$ cat src/rtl/add_16_arbiter.sv
// Round-robin arbiter sharing one 16-bit adder among N requesters.
// A grant latches operands in IDLE, sums in EXEC, and holds the result in RESP until taken.

module add_16 (
  input  logic [15:0] a,
  input  logic [15:0] b,
  output logic [15:0] sum
);
  assign sum = a + b;
endmodule

module add_16_arbiter #(
  parameter int N   = 4,
  parameter int IDW = 2
) (
  input  logic            clk,
  input  logic            rst_n,
  input  logic [N-1:0]    req_valid,
  input  logic [16*N-1:0] req_a,
  input  logic [16*N-1:0] req_b,
  output logic [N-1:0]    req_ready,
  output logic [N-1:0]    resp_valid,
  input  logic [N-1:0]    resp_ready,
  output logic [15:0]     resp_sum,
  output logic [IDW-1:0]  grant_id,
  output logic            busy
);

  typedef enum logic [1:0] {IDLE, EXEC, RESP} state_t;

  state_t         state, state_next;
  logic [IDW-1:0] last, grant_q, pick, idx;
  logic           pick_found;
  logic [15:0]    op_a, op_b, sum_q, add_sum;
  logic [15:0]    a_slice [N];
  logic [15:0]    b_slice [N];

  add_16 u_add (
    .a   (op_a),
    .b   (op_b),
    .sum (add_sum)
  );

  always_comb begin
    for (int i = 0; i < N; i++) begin
      a_slice[i] = req_a[16*i +: 16];
      b_slice[i] = req_b[16*i +: 16];
    end
  end

  // Scan starts just after the last served requester, so it becomes lowest priority.
  always_comb begin
    pick       = '0;
    idx        = '0;
    pick_found = 1'b0;
    for (int k = 1; k <= N; k++) begin
      idx = IDW'((int'(last) + k) % N);
      if (!pick_found && req_valid[idx]) begin
        pick_found = 1'b1;
        pick       = idx;
      end
    end
  end

  always_comb begin
    state_next = state;
    case (state)
      IDLE:    if (pick_found) state_next = EXEC;
      EXEC:    state_next = RESP;
      RESP:    if (resp_ready[grant_q]) state_next = IDLE;
      default: state_next = IDLE;
    endcase
  end

  always_ff @(posedge clk) begin
    if (!rst_n) state <= IDLE;
    else        state <= state_next;
  end

  always_ff @(posedge clk) begin
    if (!rst_n) begin
      last    <= IDW'(N - 1);
      grant_q <= '0;
      op_a    <= '0;
      op_b    <= '0;
      sum_q   <= '0;
    end else begin
      if (state == IDLE && pick_found) begin
        op_a    <= a_slice[pick];
        op_b    <= b_slice[pick];
        grant_q <= pick;
      end
      if (state == EXEC) sum_q <= add_sum;
      if (state == RESP && resp_ready[grant_q]) last <= grant_q;
    end
  end

  assign req_ready  = (state == IDLE && pick_found) ? (N'(1) << pick) : '0;
  assign resp_valid = (state == RESP) ? (N'(1) << grant_q) : '0;
  assign resp_sum   = sum_q;
  assign grant_id   = grant_q;
  assign busy       = (state != IDLE);

endmodule

$ cat config.mk
export PLATFORM = sky130hd
export DESIGN_NAME = add_16_arbiter
export DESIGN_NICKNAME = d
export VERILOG_FILES = /design/src/rtl/add_16_arbiter.sv
export SDC_FILE = /design/constraint.sdc
export NUM_CORES = 1
export LEC_CHECK = 0
export ABC_CLOCK_PERIOD_IN_PS = 2700
export CORE_MARGIN = 2
export CORE_UTILIZATION = 41
export CTS_CLUSTER_SIZE = 14
export DETAILED_ROUTE_END_ITERATION = 7
export PLACE_DENSITY_LB_ADDON = 0.25
export SLEW_MARGIN = 15
export SYNTH_ARGS = -nofsm -noshare
export SYNTH_HDL_FRONTEND = slang
export SYNTH_SLANG_ARGS = --single-unit
$ cat constraint.sdc
create_clock -name clk -period 2.7 [get_ports clk]
set_input_delay 0.81 -clock clk [delete_from_list [all_inputs] [get_ports clk]]
set_output_delay 0.81 -clock clk [all_outputs]
set_load 0.02 [all_outputs]
==> metrics.csv, run 1 <==
metric,value,unit
status,completed,
min_period_over_period,98.6,%
ir_drop,0.260,mV
worst_slew_pin_slew,0.736,ns
final_cell_mix,"156 x clkdlybuf4s50_1, 69 x mux2i_1, 59 x nand2_1, 53 x dfxtp_1, 34 x o221ai_1",
initial_core_util,41.9,%
synth-async-reset-ratio,0,%
rsz0062_at_grt,no,
p_leak,2.13,nW
grt_max_degree,65,
dr.pass1.iters,4,
die-area,9110,um^2
post-route-min-period,2.66,ns
dp_cells,644,
yosysUniqueCellTypes,51,
layout.nets,703,
wirelength,10.4,mm
yosysSeqAreaShare,31.5,%
area_growth,59.6,%
start_kind,primary input,
port-buffer-count,164,
drtIter0Drc,139,
critPathCaptureType,output pin,
fin_ws,0.0383,ns
worstPathArrival,1.85,ns
synth_nets,534,
fmax,0.376,GHz
tritoncts,built,
yosys_warnings,0,
synth_area_per_cell,9.03,um^2
holdPathEnd,resp_sum[6],
drive_gt1_share,10.7,%
antenna_found_initial,0,
power_density,476,nW/um^2
num_rows,33,
syn_area,3430,um^2
cts_root_buf,clkbuf_8,
final_cells,655,
drc,0,
drv_slew,0,
rr_endpoint,resp_sum[10],
required,1.89,ns
n_antenna_cell,0,
place.gp.congestion,0.788,
maxCapViolations,0,
track_usage,23.0,%
fin_setup_tns,0,ns
critPathKind,in2out,
ios,165,
setup_violations,0,
fp.dieW,95.5,um
clk_latency,0.31,ns
fp.dieH,95.5,um
holdCritStartpoint,resp_sum[6],
vias,3551,
whs_path_depth,2,
cts-buffers-inserted,5,
ys_ff_latch,54,
first_global_vias,3502,
regToRegSetupSlack,0.29,ns
synth_cells,380,
skew,0.00968,ns
final_common_cell,clkdlybuf4s50_1,
r2r_cells,7,
via_per_inst,5.42,
grt_pass1_wl,16.4,mm
hold_viol,0,
ant_nets,0,
global_route.overflow_total,0,
min_path_type,reg2reg,
synth_ff_type,dfxtp_1,
htreeDepth,2,
pre_cts_ws,-0.774,ns
fin_hold_ws,0.455,ns
coreArea,8180,um^2
wire_per_inst,15.9,um
worst-path-max-fanout,3,
cts_hold_buf,0,
cts.clk_slew.worst_paths,0.09,ns
hpwlAfterDp,8.25,mm
r2r_start,op_b[0],
relSlewSlack,50.9,%
cts_buffer_depth,2,
cts_sinks,54,
synth_edf_count,0,
-- layout make-up --
| type | instances | area, um^2 |
|---|---|---|
| Tap cell | 105 | 131 |
| Sequential cell | 54 | 1080 |
| Inverter | 5 | 18.8 |
| Fill cell | 701 | 2700 |
| Clock inverter | 2 | 37.5 |
| Multi-Input combinational cell | 297 | 2280 |
| Timing Repair Buffer | 186 | 1850 |
| Clock buffer | 6 | 72.6 |
-- critical path, cell delays in order --
cell    delay, ns
buf_2        0.12
buf_4        0.14
nor4_4       0.37
buf_4        0.20
nor4_4       0.04
buf_4        0.16
-- repair_timing --
| action | 4_1_cts | 5_1_grt |
|---|---|---|
| setup buffers | 2 | 1 |
| gates resized for setup | 44 | 17 |
| pin swaps | 6 | 7 |
| setup endpoints to repair | 36 | 36 |
-- power breakdown --
group	internal, mW	switching (mW)
clock	0.277	0.264
combinational	0.569	0.509
sequential	0.906	0.0781
-- Yosys cell counts, drive strengths merged (2+ instances only) --
| cell type | instances | share of area (%) |
|---|---|---|
| a211oi | 5 | 1.1 |
| a21o | 6 | 1.3 |
| a21oi | 20 | 3.0 |
| a31oi | 2 | 0.36 |
| and2 | 2 | 0.36 |
| and3 | 4 | 0.73 |
| buf | 8 | 2.0 |
| clkbuf | 16 | 1.8 |
| dfxtp | 54 | 32 |
| ha | 15 | 5.5 |
| inv | 5 | 0.55 |
| mux2i | 70 | 20 |
| nand2 | 61 | 6.7 |
| nand2b | 4 | 0.73 |
| nand3 | 9 | 1.3 |
| nand4 | 4 | 0.73 |
| nor2 | 12 | 1.3 |
| nor2b | 2 | 0.36 |
| nor3 | 4 | 0.73 |
| nor4 | 2 | 0.98 |
| o211ai | 2 | 0.44 |
| o21ai | 11 | 1.6 |
| o21bai | 2 | 0.44 |
| o221ai | 35 | 9.1 |
| or3 | 2 | 0.36 |
| xnor2 | 6 | 1.5 |
| xor2 | 2 | 0.51 |
-- state kept, by name, summed over array words and instances, names as in the netlist --
name / flops
grant_id: 2
last: 2
op_a: 16
op_b: 16
resp_sum: 16
state: 2
-- how the worst max path moves through the flow --
stage	startpoint	endpoint	cells past startpoint
global placement	req_valid[2]	req_ready[0]	7
CTS	req_valid[2]	req_ready[2]	8
global route	req_valid[0]	req_ready[0]	6
detailed placement	req_valid[0]	req_ready[0]	7
floorplan	req_valid[0]	req_ready[0]	8
finish	req_valid[0]	req_ready[0]	6
-- kinds of logic (layout without fill, tap and decap cells) --
kind of cell    after synthesis  count (layout)  synth area share, %
fa+ha+maj                    16              16                 6.06
simple gates                110             110                 15.2
flops                        54              54                 31.5
mux                          71              71                 21.1
compound gates               92              92                 19.8
xor+xnor                      8               8                 2.04
buf+inv                      29             199                 4.30
-- routing by layer --
| metal | global-route usage, % | up-vias | wire length [um] |
|---|---|---|---|
| met1 | 28.8 | 1645 | 4500 |
| met4 | 8.10 | 0 | 216 |
| met3 | 2.61 | 15 | 430 |
| li1 | - | 1772 | - |
| met2 | 40.6 | 119 | 5270 |
| met5 | 0 | - | 0 |
-- per-stage QoR --
stage | total power, mW | utilization [%] | cell area (um^2)
finish | 2.60 | 66.9 | 5470
global route | 2.75 | 66.9 | 5470
CTS | 2.60 | 66.7 | 5460
detailed placement | 2.05 | 64.6 | 5280
global placement | 2.02 | 64.6 | 5280
floorplan | 1.59 | - | 3450
No activity file was read; power rests on OpenSTA's default activity.
==> run 2: changes to the inputs <==
Settings changed: CORE_UTILIZATION 41 to 44, SYNTH_HIERARCHICAL set to 1.
==> run 2 against run 1 <==
Worst hold slack improved by 0.016 ns. Wire length rose by 31%. Global-route usage rose by 4.2 points. Die area rose by 8.4%. Via count rose by 25%. Critical path type unchanged. Sequential power barely moved. Largest cell class unchanged. Highest routed layer unchanged. Flip-flop and latch count did not move.
==> metrics.csv, run 2 <==
metric,value,unit
status,completed,
final_common_cell,clkdlybuf4s50_1,
p_sw,1.12,mW
cts_sinks,54,
synth_area_per_cell,8.59,um^2
synth_nets,620,
cts_root_buf,clkbuf_8,
worst-path-max-fanout,4,
port-buffer-count,164,
synth_cells,466,
ys_top_cells_by_area,"dfxtp_1 27%, mux2i_1 6.3%, o311a_1 5.3%",
fp.dieH,99.4,um
synth_common_cells,"54 x dfxtp_1, 49 x nand2_1, 39 x nand3_1, 28 x nor2_1, 27 x clkbuf_1",
grt_max_degree,59,
n_antenna_cell,0,
power_density,503,nW/um^2
critPathCaptureType,output pin,
initial_core_util,45.7,%
yosysTopAreaCell,dfxtp_1,
yosys_warnings,6,
maxCapViolations,0,
place.gp.congestion,0.927,
critPathKind,in2out,
p_clk_share,18.0,%
fin_area,6040,um^2
post-route-min-period,2.70,ns
cts_hold_buf,0,
skew,0.00520,ns
r2r_start,op_b[0],
start_kind,primary input,
ant_nets,0,
synth.top_cell.area_share,27.0,%
synth-async-reset-ratio,0,%
die-area,9880,um^2
ys_ff_latch,54,
vias,4429,
p_leak,2.39,nW
num_rows,34,
layout.nets,782,
place_area,5860,um^2
fmax,0.371,GHz
drv_slew,0,
fp.dieW,99.4,um
yosysSeqAreaShare,27.0,%
p_comb_share,48.9,%
drive_gt1_share,14.3,%
worstPathArrival,1.89,ns
worst_slew_pin_slew,0.634,ns
ios,165,
fin_setup_tns,0,ns
via_per_inst,6.01,
cts_buffer_depth,2,
startpoint,req_valid[1],
min_period_over_period,99.9,%
tritoncts,built,
area_growth,50.9,%
cts.clk_slew.worst_paths,0.10,ns
swShare,36.8,%
dr.pass1.iters,5,
required,1.89,ns
p_int,1.92,mW
setup_violations,0,
relSlewSlack,56.7,%
final_cell_mix,"154 x clkdlybuf4s50_1, 53 x dfxtp_1, 48 x nand2_1, 39 x nand3_1, 31 x buf_4",
antenna_found_initial,0,
wirelength,13.6,mm
syn_area,4000,um^2
wire_per_inst,18.5,um
ir_drop,0.251,mV
clk_latency,0.30,ns
coreArea,8760,um^2
drc,0,
hold_viol,0,
rsz0062_at_grt,yes,
first_global_vias,4436,
fill_cells,702,
p_seq_share,33.1,%
min_path_type,reg2reg,
cts-buffers-inserted,5,
htreeDepth,2,
crit_top_cell,buf_6,
cp_slowest_cell,a311oi_4,
global_route.overflow_total,0,
power.total,3.04,mW
yosysMostFrequentCell,dfxtp_1,
grt_pass1_wl,21.9,mm
synth_edf_count,0,
critical_path.max_stage_delay,0.29,ns
synth_ff_type,dfxtp_1,
track_usage,27.1,%
holdCritStartpoint,resp_sum[9],
yosysUniqueCellTypes,63,
drtIter0Drc,297,
crit_chain,buf_8 -> buf_6 -> nor2_4 -> o21ai_2 -> a311oi_4 -> buf_6 -> nor3_2 -> buf_4,
fin_hold_ws,0.471,ns
hpwlAfterDp,10.5,mm
run 2: worst max-delay path, delay by kind of cell:
family | cells | cell delay [ns]
AOI/OAI and AO/OA | 2 | 0.37
buffers and inverters | 4 | 0.55
and+or+nand+nor | 2 | 0.15
run 2: worst paths after layout:
| check | end | cells after the start | slack, ns |
|---|---|---|---|
| hold / removal | resp_sum[9] | 2 | 0.47 |
| setup reg to reg | resp_sum[12] | 8 | 0.15 |
| hold reg to reg | resp_sum[9] | 2 | 0.47 |
| setup / recovery | req_ready[0] | 8 | 0.002 |
run 2: power groups by stage:
stage	Combinational (mW)	Sequential [mW]	Clock, mW
2_1_floorplan	0.876	1.04	0
3_3_place_gp	1.41	1.02	0
3_5_place_dp	1.44	1.02	0
4_1_cts	1.46	1.01	0.556
5_1_grt	1.61	1.02	0.588
6_report	1.49	1.01	0.547
run 2: metrics by stage:
step | util [%] | std cells | setup slack (ns)
floorplan | - | 466 | -0.0305
global placement | 66.9 | 726 | -0.957
detailed placement | 66.9 | 726 | -0.978
CTS | 68.4 | 736 | -0.00707
global route | 68.9 | 737 | -0.0379
finish | 68.9 | 737 | 0.00181
run 2: cells by family (layout without fill, tap and decap cells):
family	Yosys count	count (layout)	share of synthesized area [%]
xor gates and xnor gates	12	12	2.63
and+or+nand+nor	154	154	18.3
adders and majority gates	16	16	5.19
buffers and inverters	49	212	5.75
DFF	54	54	27.0
AOI/OAI and AO/OA	135	135	27.8
muxes	46	46	13.4
run 2: layout make-up:
type	instances	area, um^2	area share (%)
Clock buffer	7	76.3	1.26
Sequential cell	54	1080	17.9
Inverter	7	26.3	0.435
Tap cell	108	135	2.24
Clock inverter	1	30.0	0.497
Timing Repair Buffer	197	1890	31.3
Multi-Input combinational cell	363	2800	46.3
run 2: per-layer routing:
layer / wire length [um] / track usage, % / share of wire [%]
met3: 939 / 3.94 / 6.9
met4: 361 / 10.4 / 2.6
met1: 5630 / 35.2 / 41
met2: 6690 / 45.6 / 49
met5: 0 / 0 / 0
run 2: timing repair:
| item | 4_1_cts | 5_1_grt |
|---|---|---|
| resized for setup | 47 | 10 |
| pin swaps | 3 | 2 |
| endpoints found under the setup margin | 37 | 32 |
| setup buffers | 2 | 1 |
==> run 3: changes to the inputs <==
Settings changed: PLACE_DENSITY set to 0.83, PLACE_DENSITY_LB_ADDON 0.25 to unset.
==> run 3 against run 2 <==
The run now ends with setup timing left. Final cell count is the same. Clock power rose by 22%. Via count is 0.38% higher. Sequential share of layout area shrank 0.15 points. Maximum frequency decreased by 1.9%. Critical endpoint is now req_ready[1]. Largest power group unchanged.
==> metrics.csv, run 3 (synthesis gave the netlist of run 2 again) <==
metric,value,unit
layout.nets,782,
min_period_over_period,102,%
antenna_found_initial,0,
cts_hold_buf,0,
p_int,2.04,mW
num_rows,34,
p_leak,2.42,nW
hpwlAfterDp,10.2,mm
crit_cells,7,
p_comb_share,46.7,%
place.gp.congestion,0.898,
ios,165,
setup_violations,4,
postLayoutCoreUtil,69.5,%
cts.clk_slew.worst_paths,0.09,ns
dr.pass1.iters,5,
coreArea,8760,um^2
grt_max_degree,49,
critPathKind,in2out,
min_path_type,reg2reg,
drtIter0Drc,312,
cts_sinks,54,
final_common_cell,clkdlybuf4s50_1,
track_usage,25.7,%
swShare,35.2,%
ir_drop,0.394,mV
fill_cells,697,
fin_ws,-0.0509,ns
worstPathArrival,1.94,ns
critical_path.max_stage_delay,0.39,ns
p_sw,1.11,mW
area_growth,52.2,%
vias,4446,
rsz0062_at_grt,yes,
worst-path-max-fanout,4,
required,1.89,ns
power_density,516,nW/um^2
n_antenna_cell,0,
status,finished with violations,
die-area,9880,um^2
clk_latency,0.31,ns
first_global_vias,4374,
fp.dieH,99.4,um
relSlewSlack,38.0,%
whs_path_depth,2,
worst_slew_pin_slew,0.928,ns
global_route.overflow_total,0,
r2r_cells,9,
fp.dieW,99.4,um
cp_slowest_cell,a311oi_4,
via_per_inst,6.03,
final_cell_mix,"154 x clkdlybuf4s50_1, 53 x dfxtp_1, 48 x nand2_1, 39 x nand3_1, 33 x buf_4",
wirelength,13.1,mm
r2r_start,op_b[0],
grt_pass1_wl,20.7,mm
initial_core_util,45.7,%
cts-buffers-inserted,5,
start_kind,primary input,
cts_root_buf,clkbuf_8,
drc,0,
violations,setup timing,
crit_chain,buf_8 -> nand3b_1 -> o21ai_4 -> a311oi_4 -> buf_6 -> nor3_4 -> buf_6,
drive_gt1_share,14.1,%
startpoint,req_valid[0],
cts_buffer_depth,2,
p_seq_share,32.1,%
drv_slew,0,
tritoncts,built,
fmax,0.364,GHz
critPathCaptureType,output pin,
ant_nets,0,
holdCritStartpoint,resp_sum[8],
crit_top_cell,buf_6,
wire_per_inst,17.7,um
skew,0.0131,ns
maxCapViolations,0,
cp_num_buf_inv,3,
power.total,3.15,mW
path_delay_family,compound AO/OA/AOI/OAI gates,
htreeDepth,2,
post-route-min-period,2.75,ns
hold_viol,0,
port-buffer-count,164,
p_clk_share,21.2,%
==> run 3: final timing paths <==
path / end / slack (ns)
worst max-delay path: req_ready[1] / -0.05
worst min-delay path: resp_sum[8] / 0.47
worst max register to register: resp_sum[14] / 0.08
worst min register to register: resp_sum[8] / 0.47
==> run 3: timing repair <==
action                     4_1_cts  5_1_grt
pin swaps                        3        6
setup endpoints to repair       37        5
buffers inserted                 3        2
resized for setup               41       19
==> run 3: power by group through the flow <==
stage                     Combinational, mW  Sequential, mW  Clock, mW
final                                  1.47            1.01      0.668
after global placement                 1.38            1.02          0
after CTS                              1.43            1.01      0.669
after detailed placement               1.42            1.02          0
after global routing                   1.59            1.02      0.699
after floorplan                       0.876            1.04          0
==> run 3: area by class of cell <==
| type | count | area, um^2 | share of cell area [%] |
|---|---|---|---|
| multi-input cells | 363 | 2800 | 46.0 |
| repair buffers | 197 | 1900 | 31.2 |
| flip-flops and latches | 54 | 1080 | 17.8 |
| well taps | 108 | 135 | 2.22 |
| clock buffers | 6 | 82.6 | 1.36 |
| clock inverters | 2 | 60.1 | 0.986 |
| inverters | 7 | 26.3 | 0.431 |
==> run 3: stage by stage <==
stage,worst slack [ns],cells,instance area [um^2],hold WS [ns],setup TNS [ns]
after floorplan,-0.0305,466,4050,0.458,-0.0705
after global placement,-0.893,724,5840,0.454,-17.07
after detailed placement,-0.956,724,5840,0.460,-21.17
after CTS,-0.00874,735,6010,0.473,-0.00874
after global routing,-0.0882,737,6090,0.482,-0.329
final,-0.0509,737,6090,0.467,-0.153
==> run 3: routing by layer <==
metal	track usage [%]	up-vias	part of all wire (%)
li1	-	2093	-
met1	33.2	2072	40
met2	43.0	247	48
met3	5.06	34	8.7
met4	8.75	0	3.2
met5	0	-	0
==> run 3: worst min-delay path: stages, from the launching register on <==
cell and delay [ns]:
dfxtp_1 0.32, nand2_1 0.04, a21boi_0 0.06
